$ cat src/rtl/wm8731_pkg.sv
// Shared constants, state encoding and word-packing helper for the WM8731
// configuration sequencer.
package wm8731_pkg;

    localparam logic [7:0] DEF_DEV_ADDR = 8'h34;

    localparam logic [6:0] R_LLINE  = 7'h00;
    localparam logic [6:0] R_RLINE  = 7'h01;
    localparam logic [6:0] R_LHPOUT = 7'h02;
    localparam logic [6:0] R_RHPOUT = 7'h03;
    localparam logic [6:0] R_APATH  = 7'h04;
    localparam logic [6:0] R_DPATH  = 7'h05;
    localparam logic [6:0] R_PDOWN  = 7'h06;
    localparam logic [6:0] R_DAIF   = 7'h07;
    localparam logic [6:0] R_SRATE  = 7'h08;
    localparam logic [6:0] R_ACTIVE = 7'h09;
    localparam logic [6:0] R_RESET  = 7'h0F;

    typedef enum logic [2:0] {
        ST_IDLE,
        ST_WAIT_INIT,
        ST_ISSUE,
        ST_WAIT_BUSY,
        ST_WAIT_IDLE,
        ST_NEXT,
        ST_DONE
    } state_t;

    function automatic logic [23:0] mk_word(input logic [7:0] dev,
                                            input logic [6:0] addr,
                                            input logic [8:0] data);
        return {dev, addr, data};
    endfunction

endpackage

$ cat src/rtl/wm8731_cfg_seq_if.sv
// Handshake bundle between the sequencer (master) and the i2cc/control side (slave).
interface wm8731_cfg_seq_if;
    logic        start;
    logic        i2c_idle;
    logic [23:0] din;
    logic        wr_i2c;
    logic        busy;
    logic        done;
    logic        err;
    logic [3:0]  idx;

    modport master (
        input  start, i2c_idle,
        output din, wr_i2c, busy, done, err, idx
    );

    modport slave (
        output start, i2c_idle,
        input  din, wr_i2c, busy, done, err, idx
    );
endinterface

$ cat src/rtl/wm8731_cfg_rom.sv
// Fixed WM8731 register-write table; indices past the last entry are invalid.
module wm8731_cfg_rom
    import wm8731_pkg::*;
(
    input  logic [3:0] i_idx,
    output logic [6:0] o_addr,
    output logic [8:0] o_data,
    output logic       o_valid
);

    always_comb begin
        o_addr  = '0;
        o_data  = '0;
        o_valid = 1'b1;
        case (i_idx)
            4'd0:    begin o_addr = R_RESET;  o_data = 9'h000; end
            4'd1:    begin o_addr = R_LLINE;  o_data = 9'h017; end
            4'd2:    begin o_addr = R_RLINE;  o_data = 9'h017; end
            4'd3:    begin o_addr = R_LHPOUT; o_data = 9'h079; end
            4'd4:    begin o_addr = R_RHPOUT; o_data = 9'h079; end
            4'd5:    begin o_addr = R_APATH;  o_data = 9'h012; end
            4'd6:    begin o_addr = R_DPATH;  o_data = 9'h000; end
            4'd7:    begin o_addr = R_PDOWN;  o_data = 9'h000; end
            4'd8:    begin o_addr = R_DAIF;   o_data = 9'h002; end
            4'd9:    begin o_addr = R_SRATE;  o_data = 9'h000; end
            4'd10:   begin o_addr = R_ACTIVE; o_data = 9'h001; end
            default: o_valid = 1'b0;
        endcase
    end

endmodule

$ cat src/rtl/wm8731_cfg_seq.sv
// WM8731 configuration sequencer: walks the register table, strobing each
// 24-bit word into i2cc and flagging writes that never saw i2cc go busy.
module wm8731_cfg_seq
    import wm8731_pkg::*;
#(
    parameter logic [7:0]  DEV_ADDR     = DEF_DEV_ADDR,
    parameter int unsigned NUM_REGS     = 11,
    parameter int unsigned INIT_DELAY   = 1000,
    parameter int unsigned BUSY_TIMEOUT = 16
) (
    input  logic                clk,
    input  logic                reset,
    wm8731_cfg_seq_if.master    cfg
);

    localparam int unsigned DW       = $clog2(INIT_DELAY) + 1;
    localparam int unsigned TW       = $clog2(BUSY_TIMEOUT) + 1;
    localparam logic [3:0]  LAST_IDX = 4'(NUM_REGS - 1);

    state_t        r_state;
    state_t        w_state_nxt;
    logic [DW-1:0] r_dcnt;
    logic [TW-1:0] r_tcnt;
    logic [3:0]    r_idx;
    logic [3:0]    w_rom_idx;
    logic [23:0]   r_din;
    logic          r_err;
    logic [6:0]    w_rom_addr;
    logic [8:0]    w_rom_data;
    logic          w_rom_valid;
    logic          w_wr;
    logic          w_busy;
    logic          w_done;

    // The word is fetched one index ahead when leaving NEXT so din is ready in ISSUE.
    assign w_rom_idx = (r_state == ST_NEXT) ? r_idx + 4'd1 : r_idx;

    wm8731_cfg_rom u_rom (
        .i_idx   (w_rom_idx),
        .o_addr  (w_rom_addr),
        .o_data  (w_rom_data),
        .o_valid (w_rom_valid)
    );

    always_ff @(posedge clk) begin
        if (reset) begin
            r_state <= ST_IDLE;
        end else begin
            r_state <= w_state_nxt;
        end
    end

    always_comb begin
        w_state_nxt = r_state;
        case (r_state)
            ST_IDLE, ST_DONE: begin
                if (cfg.start) w_state_nxt = ST_WAIT_INIT;
            end
            ST_WAIT_INIT: begin
                if (r_dcnt == '0 && cfg.i2c_idle) w_state_nxt = ST_ISSUE;
            end
            ST_ISSUE: begin
                w_state_nxt = ST_WAIT_BUSY;
            end
            ST_WAIT_BUSY: begin
                if (!cfg.i2c_idle)      w_state_nxt = ST_WAIT_IDLE;
                else if (r_tcnt == '0)  w_state_nxt = ST_NEXT;
            end
            ST_WAIT_IDLE: begin
                if (cfg.i2c_idle) w_state_nxt = ST_NEXT;
            end
            ST_NEXT: begin
                w_state_nxt = (r_idx == LAST_IDX) ? ST_DONE : ST_ISSUE;
            end
            default: w_state_nxt = ST_IDLE;
        endcase
    end

    always_comb begin
        w_wr   = (r_state == ST_ISSUE);
        w_done = (r_state == ST_DONE);
        w_busy = (r_state != ST_IDLE) && (r_state != ST_DONE);
    end

    always_ff @(posedge clk) begin
        if (reset) begin
            r_dcnt <= '0;
            r_tcnt <= '0;
            r_idx  <= '0;
            r_din  <= '0;
            r_err  <= 1'b0;
        end else begin
            case (r_state)
                ST_IDLE, ST_DONE: begin
                    if (cfg.start) begin
                        r_dcnt <= DW'(INIT_DELAY);
                        r_idx  <= '0;
                        r_err  <= 1'b0;
                    end
                end
                ST_WAIT_INIT: begin
                    if (r_dcnt != '0) r_dcnt <= r_dcnt - DW'(1);
                end
                ST_ISSUE: begin
                    r_tcnt <= TW'(BUSY_TIMEOUT);
                end
                ST_WAIT_BUSY: begin
                    if (cfg.i2c_idle) begin
                        if (r_tcnt == '0) r_err  <= 1'b1;
                        else              r_tcnt <= r_tcnt - TW'(1);
                    end
                end
                ST_NEXT: begin
                    if (r_idx != LAST_IDX) r_idx <= r_idx + 4'd1;
                end
                default: ;
            endcase
            if (w_state_nxt == ST_ISSUE) begin
                r_din <= w_rom_valid ? mk_word(DEV_ADDR, w_rom_addr, w_rom_data) : '0;
            end
        end
    end

    assign cfg.din    = r_din;
    assign cfg.wr_i2c = w_wr;
    assign cfg.busy   = w_busy;
    assign cfg.done   = w_done;
    assign cfg.err    = r_err;
    assign cfg.idx    = r_idx;

endmodule

$ cat src/flat_wrapper.sv
// flat-port wrapper written by rule: the top's interface ports become plain ports
module wm8731_cfg_seq_flat import wm8731_pkg::*;
#(
    parameter logic [7:0]  DEV_ADDR     = DEF_DEV_ADDR,
    parameter int unsigned NUM_REGS     = 11,
    parameter int unsigned INIT_DELAY   = 1000,
    parameter int unsigned BUSY_TIMEOUT = 16
)
  (clk, reset, cfg_start, cfg_i2c_idle, cfg_din, cfg_wr_i2c, cfg_busy, cfg_done, cfg_err, cfg_idx);
  wm8731_cfg_seq_if cfg_i ();
  input  logic clk;
  input  logic reset;
  input wire logic [$bits(cfg_i.start)-1:0] cfg_start;
  input wire logic [$bits(cfg_i.i2c_idle)-1:0] cfg_i2c_idle;
  output wire logic [$bits(cfg_i.din)-1:0] cfg_din;
  output wire logic [$bits(cfg_i.wr_i2c)-1:0] cfg_wr_i2c;
  output wire logic [$bits(cfg_i.busy)-1:0] cfg_busy;
  output wire logic [$bits(cfg_i.done)-1:0] cfg_done;
  output wire logic [$bits(cfg_i.err)-1:0] cfg_err;
  output wire logic [$bits(cfg_i.idx)-1:0] cfg_idx;
  assign cfg_i.start = cfg_start;
  assign cfg_i.i2c_idle = cfg_i2c_idle;
  assign cfg_din = cfg_i.din;
  assign cfg_wr_i2c = cfg_i.wr_i2c;
  assign cfg_busy = cfg_i.busy;
  assign cfg_done = cfg_i.done;
  assign cfg_err = cfg_i.err;
  assign cfg_idx = cfg_i.idx;
  wm8731_cfg_seq #(.DEV_ADDR(DEV_ADDR), .NUM_REGS(NUM_REGS), .INIT_DELAY(INIT_DELAY), .BUSY_TIMEOUT(BUSY_TIMEOUT)) u_core (.clk(clk), .reset(reset), .cfg(cfg_i));
endmodule
$ cat config.mk
export PLATFORM = sky130hd
export DESIGN_NAME = wm8731_cfg_seq_flat
export DESIGN_NICKNAME = d
export VERILOG_FILES = /design/src/rtl/wm8731_pkg.sv /design/src/rtl/wm8731_cfg_seq_if.sv /design/src/rtl/wm8731_cfg_rom.sv /design/src/rtl/wm8731_cfg_seq.sv /design/src/flat_wrapper.sv
export SDC_FILE = /design/constraint.sdc
export NUM_CORES = 1
export LEC_CHECK = 0
export ABC_CLOCK_PERIOD_IN_PS = 3500
export CAP_MARGIN = 5
export CORE_AREA = 2 2 82 60
export CTS_BUF_LIST = sky130_fd_sc_hd__clkbuf_8
export CTS_CLUSTER_DIAMETER = 150
export CTS_CLUSTER_SIZE = 12
export DETAILED_ROUTE_END_ITERATION = 12
export DIE_AREA = 0 0 84 62
export PLACE_DENSITY = 0.8
export SETUP_SLACK_MARGIN = 0.4
export SYNTH_ARGS = -nofsm -noshare
export SYNTH_HDL_FRONTEND = slang
export SYNTH_SLANG_ARGS = --single-unit
$ cat constraint.sdc
create_clock -name clk -period 3.5 [get_ports clk]
set_clock_uncertainty 0.15 [all_clocks]
set_input_delay 0.35 -clock clk [delete_from_list [all_inputs] [get_ports clk]]
set_output_delay 0.35 -clock clk [all_outputs]
set_load 0.02 [all_outputs]
Yosys cells after proc, flatten, opt, wreduce, memory -nomap -nowiden
Cells that the tools add are included.
{ "totals": {"ff_bits": 48} }
{ "classes": {"n_addsub": 3, "eq_ne": 26, "n_mux": 25, "n_reduce_logical": 20} }
{ "op_table": {"columns": ["cell", "n"], "rows": [
  ["one-hot mux 4 bit (10 select lines)", 1],
  ["one-hot mux 7 bit (5 select lines)", 1],
  ["2-to-1 mux 11 bit", 2],
  ["2-to-1 mux 22 bit", 1],
  ["one-hot mux 11 bit (2 select lines)", 1],
  ["2-to-1 mux 3 bit", 6],
  ["one-hot mux 3 bit (6 select lines)", 1],
  ["== test 4 x 3 -> 1 bit, second input constant", 4],
  ["== test 4 bit, second input constant", 4],
  ["2-to-1 mux 4 bit", 3],
  ["zero test 11 bit", 1],
  ["nonzero test 11 bit", 1],
  ["OR reduction 11 bit", 1],
  ["subtractor 11 x 1 -> 11 bit, second input constant", 1],
  ["2-to-1 mux 5 bit", 2],
  ["one-hot mux 5 bit (2 select lines)", 1],
  ["== test 3 x 2 -> 1 bit, second input constant", 3],
  ["== test 3 bit, second input constant", 3],
  ["AND reduction 3 bit", 3],
  ["== test 4 x 2 -> 1 bit, second input constant", 2],
  ["!= test 2 bit, second input constant", 4],
  ["one-hot mux 4 bit (2 select lines)", 1],
  ["nonzero test 2 bit", 4],
  ["OR reduction 2 bit", 3],
  ["other kinds (15)", 20]
]} }

Depth between registers and ports, before layout
Gate-level depths: netlist (run 1).
{ "logic_depth": {"ltp_word": 6, "ltp_mapped": 9, "depth_no_buf": 7} }

Cells and area by module
From an unflattened synthesis (run 1), not the netlist that was laid out.
{ "unflattened": {"hier_cells": 263, "hier_area_um2": 2298.5} }
{ "by_module_without_submodules": {"columns": ["module", "instances", "cells_per_inst", "area_per_inst_um2", "seq_area_each_um2"], "rows": [
  ["wm8731_cfg_seq", 1, 225, 2024.4, 820.8],
  ["wm8731_cfg_rom", 1, 38, 274.0, 0.0]
]} }

Least setup slack after synthesis (run 1)
Ideal clock, no wire load.
{ "synth_path": {"path_kind": "register to register", "start": "register u_core.r_tcnt[0]", "end": "register u_core.r_din[2] (netlist: u_core.cfg.din[2])", "arrival_time_ps": 2135, "required_ps": 3280, "setup_slack_ps": 1145, "path_stages_with_launch": 10, "n_path_buf": 2, "synth_period_minus_slack_ps": 2355, "path_cell_list": "dfxtp_1 inv_1 ha_1 or4b_1 clkbuf_1 a21oi_1 or3_1 clkbuf_1 or4b_1 a21oi_1"} }
{ "synth_via": {"elab_chain_len": 5} }
{ "synth_lines": {"columns": ["element", "line_no", "source"], "rows": [
  ["start, declared", "wm8731_cfg_seq.sv:23", "logic [TW-1:0] r_tcnt;"],
  ["start signal, assigned", "wm8731_cfg_seq.sv:105", "r_tcnt <= TW'(BUSY_TIMEOUT);"],
  ["start signal, assigned", "wm8731_cfg_seq.sv:110", "else r_tcnt <= r_tcnt - TW'(1);"],
  ["zero test 5 bit", "wm8731_cfg_seq.sv:67", "else if (r_tcnt == '0) w_state_nxt = ST_NEXT;"],
  ["2-to-1 mux 3 bit", "wm8731_cfg_seq.sv:67", null],
  ["2-to-1 mux 3 bit", "wm8731_cfg_seq.sv:66", "if (!cfg.i2c_idle) w_state_nxt = ST_WAIT_IDLE;"],
  ["one-hot mux 3 bit (6 select lines)", "wm8731_cfg_seq.sv:55", "case (r_state)"],
  ["== test 3 x 2 -> 1 bit", "wm8731_cfg_seq.sv:118", "if (w_state_nxt == ST_ISSUE) begin"],
  ["end signal, assigned", "wm8731_cfg_seq.sv:119", "r_din <= w_rom_valid ? mk_word(DEV_ADDR, w_rom_addr, w_rom_data) : '0;"],
  ["end, declared", "wm8731_cfg_seq.sv:26", "logic [23:0] r_din;"]
]} }
No other way between the ends.
A chain may end at the register's enable or synchronous reset.

Worst setup path after layout (run 1)
{ "layout_path": {"start": "register u_core.r_state[1]", "end": "register u_core.r_din[2] (netlist: u_core.cfg.din[2])"} }
{ "layout_via": {"elab_chain_len": 6, "word_cells_on_any_way": 33, "cone_classes": "eq/ne (17); mux (10); reduce/logical (6)"} }
{ "layout_lines": {"columns": ["element", "line_no", "source"], "rows": [
  ["start, declared", "wm8731_cfg_seq.sv:20", "state_t r_state;"],
  ["start signal, assigned", "wm8731_cfg_seq.sv:49", "r_state <= w_state_nxt;"],
  ["== test 3 bit", "wm8731_cfg_seq.sv:36, wm8731_cfg_seq.sv:55", null],
  ["2-to-1 mux 4 bit", "wm8731_cfg_seq.sv:36", "assign w_rom_idx = (r_state == ST_NEXT) ? r_idx + 4'd1 : r_idx;"],
  ["== test 4 x 3 -> 1 bit (tied with other cells)", "wm8731_cfg_rom.sv:15", "case (i_idx)"],
  ["OR reduction 2 bit (no line) / OR reduction 11 bit (equally long branches)", null, null],
  ["one-hot mux 7 bit (5 select lines) / 2-to-1 mux 1 bit (equally long branches)", "wm8731_cfg_rom.sv:15", null],
  ["2-to-1 mux 22 bit", "wm8731_cfg_seq.sv:119", null]
]} }
Parallel ways exist; a longest one is shown, timed or not.

==> flow_summary_export.csv, run 1 <==
group,metric,value,unit
run_status,run_status,"finished, final reports clean",
floorplanning,start_util,0.475,
detailed_routing,firstDrtPassIters,4,
timing,period_needed,2.74,ns
placed_design,dp_slack,0.741,ns
logic_synthesis,synth_cells,265,
logic_synthesis,synth.most_common_cell,"dfxtp_1",
placed_design,place_area,2360,um^2
clock_network,cts_setup_buffers,0,
power,p_leak,0.878,nW
timing,slew_headroom,0.422,
timing,fin_crit_sh,0.783,
detailed_routing,vias_per_cell,5.75,
logic_synthesis,synthArstFlopShare,0,
clock_network,clockRootBuffer,"clkbuf_8",
worst_hold_path,min_path_type,"reg2reg",
worst_setup_path,slowest_stage,"dfxtp_1",
detailed_routing,initialDrtViolationCount,148,
global_routing,gr-usage-met3,0.0396,
logic_synthesis,avgSynthCellArea,8.15,um^2
clock_network,numCtsBuffers,5,
floorplanning,die_h,62,um
layout,final_area,2450,um^2
detailed_routing,drcViolationCount,0,
global_routing,groute.usage.overall,0.180,
timing,setup-tns-final,0,ns
worst_setup_path,critPathKind,"reg2reg",
worst_setup_path,cpPeakStageDelay,0.61,ns
layout,nets,291,
floorplanning,dieWidth,84,um
clock_network,clkSlewWorstSetupHoldPaths,0.07,ns
logic_synthesis,synth.cell_area,2160,um^2
worst_setup_path,path_cells,"nand3b_1 > clkinv_1 > ha_1 > xnor2_1 > or4b_1 > a21oi_1",
clock_network,cts_buffer_depth,2,
clock_network,cts-resized-gates,0,
timing,setup_slack,0.760,ns
global_routing,met1_usage,0.255,
job,drv_cap,0,
detailed_routing,wl_per_cell,13.6,um
floorplanning,io_pins,36,
worst_setup_path,crit_fanout,16,
detailed_routing,vias,1945,
detailed_routing,ant_nets,0,
global_routing,grt_pass1_vias,1600,
logic_synthesis,synth_top_area_frac,0.315,
clock_network,cts_tree,"done",
global_routing,met2_usage,0.267,
logic_synthesis,ys_top_cells_by_area,"dfxtp_1 (32%), a21oi_1 (5.8%), buf_4 (5.2%)",
floorplanning,placementRows,21,
clock_network,hold_buffers,0,
timing,finalHoldViolations,0,
worst_setup_path,cp-end-kind,"flip-flop",
layout,n_fill_cell,413,
floorplanning,design.core.area,4550,um^2
power,p_per_area,639,nW/um^2
clock_network,cts_max_level,2,
global_routing,grt_pass1_wl,7420,um
placed_design,gp_congestion,0.968,
clock_network,clk_latency,0.29,ns
layout,area_delta_synth_final,13.6,%
worst_setup_path,cp_data_required_time,3.57,ns
layout,layout-drive-gt1-share,0.0463,
worst_setup_path,r2r_cells,6,
detailed_routing,wirelength,4590,um
global_routing,grt-busiest-layer,"met2",
placed_design,portBuffers,25,
worst_hold_path,hold_path_depth,2,
timing,setup-violations-final,0,
logic_synthesis,synth_edf_count,0,
placed_design,dp_hpwl,3300,um
logic_synthesis,synth-main-ff-cell,"dfxtp_1",
timing,grt_setup_unrepaired,"no",
layout,final_core_util,0.540,
power,vdd_drop_max,0.454,mV
logic_synthesis,synth.cells.most_frequent,"dfxtp_1 (34), nor2_1 (28), a21oi_1 (25), buf_4 (15)",
global_routing,antenna_found_initial,0,
worst_setup_path,start_kind,"flip-flop",
timing,fmax,365,MHz
floorplanning,die_area,5210,um^2
logic_synthesis,synthDistinctLibCells,52,
logic_synthesis,yosysTopAreaCell,"dfxtp_1",
logic_synthesis,yosys_warnings,0,
logic_synthesis,ys_ff_latch,34,
timing,tightest_slew,0.861,ns
layout,antenna_cells,0,
logic_synthesis,synth_seq_area_share,0.315,
global_routing,grt_max_degree,29,
worst_setup_path,cp.arrival,2.81,ns
clock_network,clock-sinks,34,
global_routing,grt_overflow,0,
timing,finalMaxSlewViolations,0,
==> cell families after synthesis <==
family / after synthesis / share of synthesized area
buffers and inverters: 41 / 0.0985
AOI/OAI and AO/OA: 78 / 0.240
xor gates and xnor gates: 14 / 0.0568
and+or+nand+nor: 85 / 0.224
adders and majority gates: 7 / 0.0406
muxes: 5 / 0.0238
DFF: 34 / 0.315
other: 1 / 0.00174
==> flip-flops by register name (all words and copies together), names as in the netlist <==
name            cells
u_core.cfg.din     10
u_core.cfg.err      1
u_core.r_state      3
u_core.r_dcnt      11
u_core.r_tcnt       5
u_core.cfg.idx      4
==> layout make-up <==
| type | count | area, um^2 | share of cell area |
|---|---|---|---|
| multi-input cells | 199 | 1300 | 0.530 |
| flip-flops and latches | 34 | 681 | 0.277 |
| repair buffers | 26 | 258 | 0.105 |
| clock inverters | 2 | 8.76 | 0.00357 |
| inverters | 14 | 52.6 | 0.0214 |
| clock buffers | 6 | 82.6 | 0.0337 |
| well taps | 57 | 71.3 | 0.0291 |
==> final timing paths <==
path / to / startpoint / slack, ns
max: u_core.cfg.din[2]$_SDFFE_PP0N_ / u_core.r_state[1]$_SDFF_PP0_ / 0.76
min: u_core.cfg.din[9]$_SDFFE_PP0N_ / u_core.cfg.din[9]$_SDFFE_PP0N_ / 0.35
max reg2reg: u_core.cfg.din[2]$_SDFFE_PP0N_ / u_core.r_state[1]$_SDFF_PP0_ / 0.76
min reg2reg: u_core.cfg.din[9]$_SDFFE_PP0N_ / u_core.cfg.din[9]$_SDFFE_PP0N_ / 0.35
==> report_power, final <==
part	total [W]	switching, W	internal, W
Clock	0.000299	0.000143	0.000156
Combinational	0.000691	0.000396	0.000296
Sequential	0.000578	0.000111	0.000467
Total	0.00157	0.000650	0.000918
==> layer usage <==
| layer | part of all wire | vias to the layer above | wire length (um) |
|---|---|---|---|
| met5 | 0 | - | 0 |
| met4 | 0.019 | 0 | 87 |
| met3 | 0.047 | 9 | 215 |
| met2 | 0.41 | 54 | 1890 |
| met1 | 0.52 | 904 | 2400 |
| li1 | - | 978 | - |
==> layout by cell type (no fill, tap or decap), types with 2 or more instances in the layout <==
| master | count |
|---|---|
| nor2b_1 | 3 |
| a31oi_1 | 3 |
| dfxtp_1 | 34 |
| or3_1 | 2 |
| o211ai_1 | 10 |
| inv_1 | 14 |
| nand4b_1 | 3 |
| nand4_1 | 5 |
| a21oi_1 | 25 |
| nor4_1 | 2 |
| conb_1 | 10 |
| xnor2_1 | 7 |
| xor2_1 | 7 |
| nor3_1 | 10 |
| clkbuf_8 | 6 |
| nand2_1 | 9 |
| a211oi_1 | 2 |
| and2_1 | 2 |
| nand3b_1 | 2 |
| a21o_1 | 3 |
| o22ai_1 | 3 |
| clkdlybuf4s50_1 | 25 |
| nor2_1 | 28 |
| ha_1 | 7 |
| o2111ai_1 | 2 |
| nand2b_1 | 5 |
| mux2i_1 | 4 |
| or4b_1 | 2 |
| o32ai_1 | 2 |
| a311oi_1 | 5 |
| nand3_1 | 5 |
| o21ai_0 | 13 |
==> through the flow <==
| step | std cells | total power (W) | hold slack, ns |
|---|---|---|---|
| 6_report | 338 | 0.00157 | 0.346 |
| 5_1_grt | 338 | 0.00168 | 0.375 |
| 4_1_cts | 338 | 0.00157 | 0.347 |
| 3_5_place_dp | 330 | 0.00127 | 0.337 |
| 3_3_place_gp | 330 | 0.00126 | 0.320 |
| 2_1_floorplan | 274 | 0.00113 | 0.289 |
==> worst max-delay path: cells and delay by family (launching register included) <==
family          cells  cell delay, ns
compound gates      1            0.17
xor+xnor            1            0.14
fa+ha+maj           1            0.57
buf+inv             1            0.26
flops               1            0.61
simple gates        2            0.77
Note: power is estimated with default switching activity, not from simulation.
==> inputs of run 2 (changes only) <==
--- a/config.mk
+++ b/config.mk
@@ -5,7 +5,7 @@
 export SDC_FILE = /design/constraint.sdc
 export NUM_CORES = 1
 export LEC_CHECK = 0
-export ABC_CLOCK_PERIOD_IN_PS = 3500
+export ABC_CLOCK_PERIOD_IN_PS = 2550
 export CAP_MARGIN = 5
 export CORE_AREA = 2 2 82 60
 export CTS_BUF_LIST = sky130_fd_sc_hd__clkbuf_8
==> constraint.sdc (replaced) <==
create_clock -name clk -period 2.55 [get_ports clk]
set_clock_uncertainty 0.15 [all_clocks]
set_input_delay 0.255 -clock clk [delete_from_list [all_inputs] [get_ports clk]]
set_output_delay 0.255 -clock clk [all_outputs]
set_load 0.02 [all_outputs]
==> run 2 against run 1 <==
  * Final cell count rose by 10%
  * Die area did not move
  * Sequential power rose by 38%
  * Combinational power rose by 100%
  * Non-clock buffer count rose by 34
  * Setup slack got worse by 0.40 ns
  * Utilization rose by 11 points
  * Via count rose by 12%
  * Clock-buffer cell count fell by 1
  * Register-to-register slack got worse by 0.40 ns
  * Final area rose by 20%
  * Largest cell class unchanged
==> flow_summary_export.csv, run 2 (synthesis results as in run 1) <==
group,metric,value,unit
clock_network,numCtsBuffers,5,
layout,area_delta_synth_final,36.6,%
timing,finalHoldViolations,0,
worst_setup_path,crit_fanout,4,
worst_setup_path,critPathKind,"reg2reg",
timing,whs,0.329,ns
layout,final_core_util,0.649,
timing,setup-tns-final,0,ns
global_routing,groute.usage.overall,0.211,
detailed_routing,vias,2185,
layout,layout-drive-gt1-share,0.270,
detailed_routing,wirelength,6030,um
clock_network,clk_latency,0.31,ns
detailed_routing,initialDrtViolationCount,158,
layout,regMostFlops,"u_core.r_dcnt",
detailed_routing,drcViolationCount,0,
detailed_routing,vias_per_cell,5.87,
global_routing,grt_pass1_wl,8620,um
power,p_leak,1.11,nW
clock_network,clockRootBuffer,"clkbuf_8",
detailed_routing,firstDrtPassIters,4,
floorplanning,placementRows,21,
floorplanning,design.core.area,4550,um^2
global_routing,grt_pass1_vias,1815,
layout,largest_reg_flops,11,
worst_setup_path,start_kind,"flip-flop",
placed_design,portBuffers,25,
power,p_per_area,952,nW/um^2
timing,setup-violations-final,0,
worst_setup_path,crit_family,"simple AND/OR/NAND/NOR gates",
timing,period_needed,2.19,ns
worst_hold_path,min_path_type,"reg2reg",
layout,final_cell_mix,"buf_4 (32), nor2_1 (27), dfxtp_1 (25)",
timing,fmax,457,MHz
worst_setup_path,cp.arrival,2.28,ns
clock_network,hold_buffers,0,
floorplanning,io_pins,36,
placed_design,gp_congestion,0.923,
floorplanning,die_area,5210,um^2
worst_setup_path,slowest_stage,"or4b_1",
power,vdd_drop_max,0.842,mV
layout,nets,325,
floorplanning,dieWidth,84,um
timing,slew_headroom,0.660,
layout,final_common_cell,"buf_4",
floorplanning,die_h,62,um
timing,grt_setup_unrepaired,"yes",
layout,antenna_cells,0,
worst_setup_path,cpPeakStageDelay,0.46,ns
clock_network,clkSlewWorstSetupHoldPaths,0.08,ns
worst_setup_path,cp_data_required_time,2.65,ns
worst_setup_path,path_cells,"nor4_4 > buf_4 > nand4b_4 > a311o_1 > or4b_1 > a21oi_1",
detailed_routing,wl_per_cell,16.2,um
timing,tightest_slew,0.507,ns
timing,setup_slack,0.362,ns
global_routing,grt_overflow,0,
floorplanning,start_util,0.475,
timing,finalMaxSlewViolations,0,
global_routing,antenna_found_initial,0,
worst_setup_path,cp-end-kind,"flip-flop",
clock_network,cts_buffer_depth,2,
global_routing,grt_max_degree,16,
detailed_routing,ant_nets,0,
clock_network,cts_max_level,2,
job,drv_cap,0,
placed_design,dp_hpwl,3760,um
clock_network,cts_tree,"done",
clock_network,clock-sinks,34,
worst_setup_path,path_buf_inv,1,
run_status,run_status,"finished, final reports clean",
placed_design,dp_slack,0.0818,ns
timing,fin_crit_sh,0.858,
run 2: metrics by stage:
| step | instance area, um^2 | instances | total power (W) |
|---|---|---|---|
| after floorplan | 2210 | 274 | 0.00156 |
| after detailed placement | 2470 | 343 | 0.00182 |
| after global placement | 2470 | 343 | 0.00179 |
| final | 2950 | 372 | 0.00281 |
| after global routing | 2950 | 372 | 0.00297 |
| after CTS | 2690 | 354 | 0.00255 |
run 2: final cells by class:
| type | count | area, um^2 |
|---|---|---|
| clock inverters | 3 | 68.8 |
| multi-input cells | 199 | 1460 |
| clock buffers | 5 | 68.8 |
| inverters | 14 | 55.1 |
| well taps | 57 | 71.3 |
| fillers | 362 | 1600 |
| repair buffers | 60 | 520 |
| flip-flops and latches | 34 | 707 |
run 2: worst min-delay path, stage by stage (launching register included):
cell and delay (ns):
dfxtp_1 0.34, a21oi_1 0.04, nor2_1 0.07
run 2: routing by layer:
layer / vias up / share of wire / GRT usage
li1: 1057 / - / -
met1: 1044 / 0.45 / 0.281
met2: 71 / 0.47 / 0.341
met3: 13 / 0.061 / 0.0542
met4: 0 / 0.018 / 0.0783
met5: - / 0 / 0
run 2: worst paths after layout:
check | startpoint | to | cells after the start | slack [ns]
worst max-delay path | u_core.r_dcnt[3]$_SDFFE_PP0P_ | u_core.cfg.din[2]$_SDFFE_PP0N_ | 6 | 0.36
worst min-delay path | u_core.cfg.err$_SDFFE_PP0P_ | u_core.cfg.err$_SDFFE_PP0P_ | 2 | 0.33
worst max register to register | u_core.r_dcnt[3]$_SDFFE_PP0P_ | u_core.cfg.din[2]$_SDFFE_PP0N_ | 6 | 0.36
worst min register to register | u_core.cfg.err$_SDFFE_PP0P_ | u_core.cfg.err$_SDFFE_PP0P_ | 2 | 0.33
run 2: report_power, final:
part	leakage (nW)	internal [W]	total, W	switching (W)
Combinational	0.764	0.000656	0.00139	0.000734
Sequential	0.282	0.000658	0.000796	0.000139
Clock	0.0683	0.000392	0.000622	0.000230
Total	1.11	0.00171	0.00281	0.00110
run 2: repair_timing:
| item | in CTS | in global routing |
|---|---|---|
| endpoints found under the setup margin | 24 | 9 |
| buffers inserted | 3 | 18 |
| pin swaps | 2 | 11 |
| gates resized for setup | 22 | 29 |
==> inputs of run 3 (changes only) <==
--- a/config.mk
+++ b/config.mk
@@ -13,6 +13,7 @@
 export CTS_CLUSTER_SIZE = 12
 export DETAILED_ROUTE_END_ITERATION = 12
 export DIE_AREA = 0 0 84 62
+export GPL_TIMING_DRIVEN = 0
 export PLACE_DENSITY = 0.8
 export SETUP_SLACK_MARGIN = 0.4
 export SYNTH_ARGS = -nofsm -noshare
==> run 3 against run 2 <==
  * Critical path depth did not move
  * Final cell count rose by 3.8%
  * Register-to-register slack got worse by 0.05 ns
  * Sequential share of layout area fell by 0.78 points
  * Via count rose by 0.18%
  * Setup slack got worse by 0.054 ns
  * Utilization rose by 0.63 points
==> flow_summary_export.csv, run 3 (synthesis results as in run 1) <==
group,metric,value,unit
timing,period_needed,2.24,ns
timing,tightest_slew,0.598,ns
clock_network,cts_max_level,2,
placed_design,place_area,2510,um^2
layout,n_fill_cell,365,
global_routing,groute.usage.overall,0.208,
detailed_routing,firstDrtPassIters,5,
global_routing,grt_pass1_wl,8490,um
layout,register_area,691,um^2
worst_setup_path,start_kind,"flip-flop",
power,power,0.00256,W
floorplanning,die_area,5210,um^2
power,vdd_drop_max,0.443,mV
layout,nets,339,
timing,setup-tns-final,0,ns
layout,largest_reg_flops,11,
detailed_routing,vias,2189,
layout,antenna_cells,0,
detailed_routing,drcViolationCount,0,
timing,setup-violations-final,0,
clock_network,cts_buffer_depth,2,
timing,finalMaxSlewViolations,0,
floorplanning,placementRows,21,
global_routing,grt_overflow,0,
floorplanning,design.core.area,4550,um^2
layout,final_area,2980,um^2
placed_design,dpl.cell_count,354,
timing,fmax,446,MHz
layout,area_delta_synth_final,37.9,%
clock_network,cts_tree,"done",
layout,final_cell_mix,"buf_4 (38), dfxtp_1 (28), nor2_1 (27)",
worst_setup_path,cp.arrival,2.32,ns
detailed_routing,wirelength,5780,um
layout,final_core_util,0.655,
worst_hold_path,min_path_type,"in2reg",
clock_network,numCtsBuffers,5,
global_routing,antenna_found_initial,0,
global_routing,grt_max_degree,11,
worst_setup_path,cp-end-kind,"flip-flop",
timing,finalHoldViolations,0,
clock_network,clkSlewWorstSetupHoldPaths,0.07,ns
clock_network,clock-sinks,34,
floorplanning,start_util,0.475,
layout,final_common_cell,"buf_4",
layout,regMostFlops,"u_core.r_dcnt",
worst_setup_path,cp_data_required_time,2.63,ns
job,drv_cap,0,
placed_design,gp_congestion,0.913,
detailed_routing,vias_per_cell,5.67,
power,p_leak,1.17,nW
timing,fin_crit_sh,0.879,
worst_setup_path,crit_fanout,8,
run_status,run_status,"finished, final reports clean",
power,p_per_area,859,nW/um^2
detailed_routing,ant_nets,0,
floorplanning,dieWidth,84,um
floorplanning,die_h,62,um
floorplanning,io_pins,36,
detailed_routing,wl_per_cell,15.0,um
timing,grt_setup_unrepaired,"yes",
timing,slew_headroom,0.602,
global_routing,grt_pass1_vias,1758,
layout,layout-drive-gt1-share,0.274,
clock_network,clk_latency,0.29,ns
placed_design,dp_hpwl,3660,um
clock_network,clockRootBuffer,"clkbuf_8",
layout,multi_input_area,1450,um^2
detailed_routing,initialDrtViolationCount,228,
placed_design,portBuffers,23,
layout,final_cells,386,
worst_setup_path,critPathKind,"reg2reg",
## run 3: cell count changes in the layout (fill, tap and decap cells not counted), moves of 3 or more
cell	change
dfxtp_4	-5
buf_4	+6
o21ai_1	+4
o21ai_0	-4
clkbuf_1	+5
dfxtp_1	+3
## run 3: path summary, 6_finish.rpt
path / slack, ns / cells after the start / to / startpoint
max: 0.31 / 6 / u_core.cfg.din[2]$_SDFFE_PP0N_ / u_core.r_state[1]$_SDFF_PP0_
max reg2reg: 0.31 / 6 / u_core.cfg.din[2]$_SDFFE_PP0N_ / u_core.r_state[1]$_SDFF_PP0_
min reg2reg: 0.32 / 2 / u_core.cfg.err$_SDFFE_PP0P_ / u_core.cfg.err$_SDFFE_PP0P_
min: 0.32 / 3 / u_core.cfg.err$_SDFFE_PP0P_ / cfg_i2c_idle
## run 3: layout make-up
class	instances	share of cell area
Buffer	27	0.0655
Multi-Input combinational cell	199	0.487
Clock buffer	6	0.0277
Timing Repair Buffer	47	0.142
Sequential cell	34	0.232
Tap cell	57	0.0239
Inverter	14	0.0193
Clock inverter	2	0.00294
## run 3: timing repair
action                                  4_1_cts  5_1_grt
pin swaps                                     8        9
setup buffers                                15        9
gates resized for setup                      31       28
gates cloned                                  0        0
hold buffers                                  0        0
endpoints found under the setup margin       23       23
## run 3: critical path, stage by stage, from the launching register on
cell,delay [ns]
dfxtp_2,0.36
nand3b_1,0.25
inv_4,0.14
mux2_2,0.43
xnor2_1,0.18
or4b_4,0.55
a21oi_2,0.12
## run 3: routing by layer
metal	routed length, um	part of all wire	track usage
met1	2700	0.47	0.294
met3	410	0.071	0.0410
met4	75	0.013	0.0760
met5	0	0	0
met2	2600	0.45	0.320
## run 3: metrics by stage
step	setup slack (ns)	hold slack [ns]
final	0.309	0.316
after global routing	0.267	0.351
after CTS	0.305	0.309
after detailed placement	0.104	0.315
after global placement	0.110	0.301
after floorplan	0.355	0.289
## run 3: power breakdown
part           internal [W]  switching [W]
registers          0.000643       0.000132
clock network      0.000214       0.000195
logic              0.000645       0.000731
total               0.00150        0.00106
